<file path="src/rtl/proc_pkg.sv">
// Shared definitions for the 16-bit processor front end.
//   fetch_state_t    : instruction-fetch sequencer states
//   PROC_HALT_WORD   : default end-of-program instruction word
//   PROC_START_ADDR  : default program start address
//   OP_*             : opcode field values shared with the decoder
//   opcode_of()      : extracts the opcode field of an instruction word
package proc_pkg;

  typedef enum logic [2:0] {
    ST_IDLE,
    ST_FETCH,
    ST_LATCH,
    ST_ISSUE,
    ST_HALT
  } fetch_state_t;

  localparam logic [15:0] PROC_HALT_WORD  = 16'h0000;
  localparam int unsigned PROC_START_ADDR = 0;

  localparam logic [3:0] OP_ALU    = 4'h0;
  localparam logic [3:0] OP_LOADI  = 4'h4;
  localparam logic [3:0] OP_BRANCH = 4'h8;
  localparam logic [3:0] OP_JUMP   = 4'hC;

  function automatic logic [3:0] opcode_of(input logic [15:0] word);
    return word[15:12];
  endfunction

endpackage

</file>
<file path="src/rtl/if_pc_counter.sv">
// Program counter for the fetch sequencer.
//   clk, rst    : clock, synchronous active-high reset (pc <- START_ADDR)
//   i_load      : load i_load_val (start / redirect); has priority over i_inc
//   i_load_val  : value to load
//   i_inc       : advance pc by one, wrapping modulo 2^ADDR_W
//   o_pc        : current pc
module if_pc_counter #(
  parameter int unsigned        ADDR_W     = 16,
  parameter logic [ADDR_W-1:0]  START_ADDR = '0
) (
  input  logic              clk,
  input  logic              rst,
  input  logic              i_load,
  input  logic [ADDR_W-1:0] i_load_val,
  input  logic              i_inc,
  output logic [ADDR_W-1:0] o_pc
);

  logic [ADDR_W-1:0] r_pc;

  always_ff @(posedge clk) begin
    if (rst) begin
      r_pc <= START_ADDR;
    end else if (i_load) begin
      r_pc <= i_load_val;
    end else if (i_inc) begin
      r_pc <= r_pc + ADDR_W'(1);
    end
  end

  assign o_pc = r_pc;

endmodule

</file>
<file path="src/rtl/instr_fetch.sv">
// Instruction fetch sequencer: walks the PC through synchronous program
// memory (1-cycle read latency) and presents one word at a time to the core
// over a valid/ack handshake. The HALT_WORD stops fetching until start.
//   clk, rst          : clock, synchronous active-high reset
//   start             : begin fetching at START_ADDR (IDLE/HALT only)
//   mem_en, mem_addr  : program-memory read request (combinational)
//   mem_rdata         : read data, valid the cycle after mem_en
//   instr, instr_valid: presented instruction, held until instr_ack
//   instr_ack         : core consumed the presented instruction
//   redirect, redirect_pc : next-PC override, qualified by the ack
//   pc                : address of the word fetched / presented
//   halted            : HALT_WORD fetched, fetching stopped
module instr_fetch
  import proc_pkg::*;
#(
  parameter int unsigned        ADDR_W     = 16,
  parameter logic [ADDR_W-1:0]  START_ADDR = ADDR_W'(PROC_START_ADDR),
  parameter logic [15:0]        HALT_WORD  = PROC_HALT_WORD
) (
  input  logic              clk,
  input  logic              rst,
  input  logic              start,
  output logic              mem_en,
  output logic [ADDR_W-1:0] mem_addr,
  input  logic [15:0]       mem_rdata,
  output logic [15:0]       instr,
  output logic              instr_valid,
  input  logic              instr_ack,
  input  logic              redirect,
  input  logic [ADDR_W-1:0] redirect_pc,
  output logic [ADDR_W-1:0] pc,
  output logic              halted
);

  fetch_state_t      r_state;
  fetch_state_t      w_next;
  logic [15:0]       r_instr;
  logic              r_instr_valid;
  logic              r_halted;
  logic              w_pc_load;
  logic [ADDR_W-1:0] w_pc_load_val;
  logic              w_pc_inc;
  logic              w_mem_en;
  logic              w_is_halt;
  logic [ADDR_W-1:0] w_pc;

  assign w_is_halt = (mem_rdata == HALT_WORD);

  always_comb begin
    w_next        = r_state;
    w_pc_load     = 1'b0;
    w_pc_load_val = START_ADDR;
    w_pc_inc      = 1'b0;
    w_mem_en      = 1'b0;
    case (r_state)
      ST_IDLE, ST_HALT: begin
        if (start) begin
          w_next    = ST_FETCH;
          w_pc_load = 1'b1;
        end
      end
      ST_FETCH: begin
        w_mem_en = 1'b1;
        w_next   = ST_LATCH;
      end
      ST_LATCH: begin
        w_next = w_is_halt ? ST_HALT : ST_ISSUE;
      end
      ST_ISSUE: begin
        if (instr_ack) begin
          w_next = ST_FETCH;
          if (redirect) begin
            w_pc_load     = 1'b1;
            w_pc_load_val = redirect_pc;
          end else begin
            w_pc_inc = 1'b1;
          end
        end
      end
      default: w_next = ST_IDLE;
    endcase
  end

  // Valid/halted are registered from the next state so they line up
  // exactly with the ISSUE/HALT state register.
  always_ff @(posedge clk) begin
    if (rst) begin
      r_state       <= ST_IDLE;
      r_instr       <= '0;
      r_instr_valid <= 1'b0;
      r_halted      <= 1'b0;
    end else begin
      r_state       <= w_next;
      r_instr_valid <= (w_next == ST_ISSUE);
      r_halted      <= (w_next == ST_HALT);
      // The halt word is never loaded, so instr keeps the previous word.
      if (r_state == ST_LATCH && !w_is_halt) begin
        r_instr <= mem_rdata;
      end
    end
  end

  if_pc_counter #(
    .ADDR_W     (ADDR_W),
    .START_ADDR (START_ADDR)
  ) u_pc (
    .clk        (clk),
    .rst        (rst),
    .i_load     (w_pc_load),
    .i_load_val (w_pc_load_val),
    .i_inc      (w_pc_inc),
    .o_pc       (w_pc)
  );

  assign mem_en      = w_mem_en;
  assign mem_addr    = w_pc;
  assign instr       = r_instr;
  assign instr_valid = r_instr_valid;
  assign pc          = w_pc;
  assign halted      = r_halted;

endmodule

</file>
<file path="config.mk">
export PLATFORM = sky130hd
export DESIGN_NAME = instr_fetch
export DESIGN_NICKNAME = d
export VERILOG_FILES = /design/src/rtl/proc_pkg.sv /design/src/rtl/if_pc_counter.sv /design/src/rtl/instr_fetch.sv
export SDC_FILE = /design/constraint.sdc
export NUM_CORES = 1
export LEC_CHECK = 0
export BUFFER_PORTS_ARGS = -buffer_cell sky130_fd_sc_hd__buf_2
export CAP_MARGIN = 40
export CORE_MARGIN = 3
export CORE_UTILIZATION = 47
export CTS_BUF_LIST = sky130_fd_sc_hd__clkbuf_4 sky130_fd_sc_hd__clkbuf_8 sky130_fd_sc_hd__clkbuf_16
export CTS_CLUSTER_DIAMETER = 60
export CTS_CLUSTER_SIZE = 10
export DETAILED_ROUTE_END_ITERATION = 6
export GPL_TIMING_DRIVEN = 0
export PLACE_DENSITY = 0.92
export SLEW_MARGIN = 10
export SYNTH_ARGS = -nofsm -noshare
export SYNTH_HDL_FRONTEND = slang
export SYNTH_SLANG_ARGS = --single-unit
</file>
<file path="constraint.sdc">
create_clock -name clk -period 2.2 [get_ports clk]
set_input_delay 0.11 -clock clk [delete_from_list [all_inputs] [get_ports clk]]
set_output_delay 0.11 -clock clk [all_outputs]
set_load 0.01 [all_outputs]
</file>
Word level (Yosys, flattened, before mapping)
Index checks and enable logic that the tools add are counted.

word-level totals
  register bits after elaboration = 37
  bits of input ports = 37
  output and inout port bits = 51
  logic and storage cells = 35

cells by class
  equal/unequal tests = 6
  muxes and demuxes = 17
  reductions and logical operators = 6
  add/sub/neg operators = 1

operators by type and width
  operator                 number
  $mux W16                 5
  $add A16 B1 Y16 const B  1
  $logic_not A16 Y1        1
  $pmux W3 S4              1
  $eq A3 B2 Y1 const B     3
  $mux W3                  3
  $mux W1                  7
  $eq A3 B3 Y1 const B     2
  $eq A3 B1 Y1 const B     1
  $logic_not A3 Y1         1
  $pmux W1 S2              1
  $reduce_bool A2 Y1       1
  $reduce_or A2 Y1         1
  $logic_and A1 B1 Y1      1
  $logic_not A1 Y1         1

Longest topological paths before layout
  word-level depth = 5
  depth in mapped cells = 7
  mapped depth without buffers = 5

Modules after synthesis
A second synthesis with hierarchy kept.

unflattened totals
  cell total of the unflattened synthesis = 246
  area, all modules = 2208.4 um2

by module, submodules not included
  module         times used  sequential area each (um2)  cells each  area an instance (um2)
  instr_fetch    1           420.4                       134         1223.7
  if_pc_counter  1           320.3                       112         984.7

Worst setup path after synthesis
Ideal clock, no wire load.

  kind = register to register
  from = reg r_state[0]
  to = reg r_instr[10], in the netlist instr[10]
  arrival = 1.590 ns
  required time = 2.072 ns
  path slack = 0.483 ns
  setup time = 0.128 ns
  buffers on the path = 2
  period minus slack after synthesis = 1.717 ns
  stages on the path, launching flop included = 7
  path through = dfxtp_1 > buf_6 > or3b_1 > a41oi_4 > buf_6 > mux2i_1 > nor2_1

between the ends
  cells in the longest elaborated chain, start to end = 2

ends and longest elaborated chain
  element                 RTL line           RTL
  from (decl)             instr_fetch.sv:35  fetch_state_t r_state;
  from (signal assigned)  instr_fetch.sv:93  r_state <= w_next;
  $eq A3 B2 Y1            instr_fetch.sv:97  if (r_state == ST_LATCH && !w_is_halt) begin
  $logic_and A1 B1 Y1     instr_fetch.sv:97
  to (signal assigned)    instr_fetch.sv:98  r_instr <= mem_rdata;
  to (decl)               instr_fetch.sv:37  logic [15:0] r_instr;

Every way passes these cells.
A chain may end at the register's enable or synchronous reset.

Worst setup path after layout
  from = reg r_state[1]
  to = reg r_instr[13], in the netlist instr[13]

Same word-level chain as after synthesis.

==> results by group <==
Setup path
  • Worst setup path startpoint: r_state[1]$_SDFF_PP0_
  • CP cell instances: or3b_1 > a41oi_4 > buf_6 > mux2i_1 > nor2_1
  • CP Capture Point: instr[13]$_SDFFE_PP0P_
  • Crit. End Element: flop
  • CP max-delay cell: dfxtp_1
  • Startpoint types: flop
  • Worst r2r path cells: 5
  • Slowest stage delay, CP: 0.47 ns
  • Critical path depth: 5
  • Flop2flop setup slack: 0.26 ns
  • Crit-path max FO: 10
  • Worst path bufs/invs: 1
  • Crit path arrival time: 2.10 ns
  • Critical path class: flop to flop
  • R2r endpoint: instr[13]$_SDFFE_PP0P_
  • Data required time of the worst path: 2.36 ns
  • Reg2Reg Launch Point: r_state[1]$_SDFF_PP0_
  • CP top delay family: simple AND/OR/NAND/NOR gates

Synth
  • Post-synth top area share: 37.5%
  • Syn Nets: 260
  • Post-synthesis simple-gate area fraction: 21.8%
  • Post-synthesis sequential area ratio: 37.5%
  • Synth Area in Adders: 0.634%
  • Primary FF master, synth: dfxtp_1
  • Post-Syn Instances: 222
  • Asr flop ratio synth: 0%
  • Post-synthesis mux area share: 8.12%
  • Cell Area, Synth: 1970 sq um
  • Syn Area/Cell: 8.89 sq um
  • Top post-synthesis cells by area: dfxtp_1 (38%), mux2i_1 (8.1%), buf_4 (6.1%), nor2_1 (3.6%), o32ai_1 (3.1%)
  • Post-Synth XOR/XNOR Area: 0%
  • Yosys reg bits: 37
  • Largest family of logic cells by synthesized area: simple AND/OR/NAND/NOR gates
  • Cell variety after synth: 42
  • Synth Area in Compound Gates: 20.2%
  • Largest area contributor in the netlist: dfxtp_1
  • Number of synthesized flops with an enable pin: 0
  • YS warnings: 0

Route
  • DR vias/cell: 5.71
  • Metal2 WL: 2.64 mm
  • Routed wire length per instance: 14.9 microns
  • DRC errors left: 0
  • Metal-1 WL: 2.27 mm
  • Antenna viol nets, final: 0
  • Wire length on met3: 455 microns
  • DR vias: 2078
  • Detailed Route WL: 5.43 mm
  • Iteration count of the initial detailed-routing pass: 4
  • 1st-iter DRT viols: 222
  • Max Used Layer: met4

Final layout
  • Area Growth Syn to Fin: 29.5%
  • Footprint of the multi-input gates: 1000 sq um
  • Fill cells: 311
  • Diodes inserted: 0
  • Nets@finish: 353
  • Final cell count without fillers: 364
  • Register area: 741 sq um
  • Share of cells above drive strength 1: 37.7%

STA
  • Final count of negative-setup-slack endpoints: 0
  • Setup_tns: 0 ns
  • Slew HR: 50.9%
  • Clk_skew: 0.00377 ns
  • Tcrit/Tclk final: 88.2%
  • RSZ-0062 raised after global routing: false
  • Slew Limit Fails: 0
  • Min Clock Period, post-route: 1.94 ns
  • Worst slew pin tran: 0.730 ns
  • Fmax achieved: 515 MHz
  • Final hold violations: 0

Hold path
  • Hold Path Origin: mem_rdata[0]
  • Worst hold stages: 3
  • Hold Crit Class: input port to flop

Floorplan
  • Core area: 3850 sq um
  • Die ar.: 5010 sq um
  • Die Ht: 70.8 microns
  • Starting Density: 51.2%
  • Top Ports: 88
  • Row count: 22
  • Chip width: 70.8 microns

Clocking
  • Clk sink count: 37
  • Clock Root Buffer: clkbuf_8
  • # Post-CTS Setup Buffers: 0
  • Number of cells upsized or downsized after cts: 0
  • Clock latency on the worst-skew pair: 0.29 ns
  • Total CTS buffers: 5
  • Reg clk slew, reported paths: 0.08 ns
  • Longest Clk Path Bufs: 2
  • # H-tree levels: 2
  • CTS tree: built
  • Hold_buf cts: 0

Global routing
  • Largest net degree at the start of global routing: 14
  • First-pass GRT wire length: 8.80 mm
  • Initial antenna violation count: 0
  • Tot GR Track Use: 21.7%
  • Gr ovfl total: 0
  • Vias in the first global route: 1916

Power
  • PD cells: 584 nW/um^2
  • Pleak: 1.13 nW
  • Maximum vdd ir drop: 0.000320 V

Placed design
  • Placed Cells: 356
  • Number of I/O port buffers: 86
  • GPL Wtd Cong: 0.881
  • Dpl hpwl: 3.98 mm

Run
  • Maximum capacitance violations: 0

Run status
  • Status: finished, final reports clean
worst reg2reg max path: cells and delay by family, from the launching register on:
family / cells / cell delay (ns)
simple gates: 2 / 0.49
buf+inv: 1 / 0.23
mux: 1 / 0.25
flops: 1 / 0.47
compound gates: 1 / 0.38
stage by stage:
stage                     utilization [%]  hold slack (ns)  power (W)  cell area [sq um]  worst slack (ns)
after floorplan                         -            0.257   0.000912               1970             0.483
after global placement               63.9            0.360    0.00101               2460             0.356
after detailed placement             63.9            0.371    0.00102               2460             0.308
after CTS                            66.3           0.0674    0.00150               2550             0.248
after global routing                 66.3           0.0755    0.00156               2550            0.0722
final                                66.3           0.0678    0.00149               2550             0.260
placed cells by master, fill, tap and decap left out, types with 2 or more instances in the layout:
cell,synthesis,routed
nand4_1,5,5
nand2_1,5,5
or4_1,3,3
a21oi_1,9,9
inv_1,10,10
a32oi_1,3,3
buf_2,4,90
nor4_1,6,6
buf_6,2,2
and3_1,6,6
nor2_1,19,19
a211oi_1,4,4
mux2i_1,16,16
a22oi_1,6,6
nor2b_1,2,2
a21o_1,2,2
clkbuf_1,8,8
or3b_1,2,2
buf_4,16,16
a31oi_1,4,4
nor3_1,2,2
o211ai_1,2,2
dfxtp_1,37,37
or3_1,4,4
nand3_1,11,11
o32ai_1,7,7
and4_1,2,2
nand2b_1,3,3
and2_1,2,2
a221oi_1,4,4
o21ai_0,2,2
nor3b_1,4,4
clkinv_4,0,2
clkbuf_8,0,5
sequential cells by signal (all words and copies together) (netlist names):
signal / flops
instr: 16
u_pc.o_pc: 16
r_state: 3
halted: 1
instr_valid: 1
layer usage:
| layer | track usage (%) | vias to the layer above |
|---|---|---|
| li1 | - | 1013 |
| met1 | 27.8 | 962 |
| met2 | 35.9 | 96 |
| met3 | 5.54 | 7 |
| met4 | 6.47 | 0 |
| met5 | 0 | - |
power breakdown:
part	switching (W)	internal (W)	leakage [nW]	total [W]
Combinational	0.000161	0.000125	0.779	0.000286
Sequential	0.0000249	0.000699	0.300	0.000724
Clock	0.000258	0.000225	0.0481	0.000483
Total	0.000444	0.00105	1.13	0.00149
area by class of cell:
class                   count  share of cell area (%)
flip-flops and latches     37                    29.0
multi-input cells         145                    39.2
plain buffers              30                    7.54
clock inverters             3                   0.881
repair buffers             86                    16.8
well taps                  48                    2.35
clock buffers               5                    2.69
inverters                  10                    1.47
how the worst min path moves through the flow:
stage | endpoint | slack [ns]
after global routing | instr[10]$_SDFFE_PP0P_ | 0.08
after floorplan | instr[10]$_SDFFE_PP0P_ | 0.26
after CTS | instr[4]$_SDFFE_PP0P_ | 0.07
final | instr[0]$_SDFFE_PP0P_ | 0.07
after detailed placement | instr[10]$_SDFFE_PP0P_ | 0.37
after global placement | instr[4]$_SDFFE_PP0P_ | 0.36
kinds of logic (layout without fill, tap and decap cells):
family | Yosys count | after routing
AND/OR/NAND/NOR | 77 | 77
AO/OA/AOI/OAI | 51 | 51
buffers and inverters | 40 | 134
flip-flops | 37 | 37
multiplexers | 16 | 16
adder cells (fa/ha/maj) | 1 | 1
synthesized netlist by cell type (all sizes together), types with 6 or more instances:
| cell | count |
|---|---|
| a21oi | 9 |
| a22oi | 6 |
| and3 | 6 |
| buf | 22 |
| clkbuf | 8 |
| dfxtp | 37 |
| inv | 10 |
| mux2i | 16 |
| nand3 | 11 |
| nor2 | 19 |
| nor4 | 6 |
| o32ai | 7 |
No activity file was read; power rests on OpenSTA's default activity.
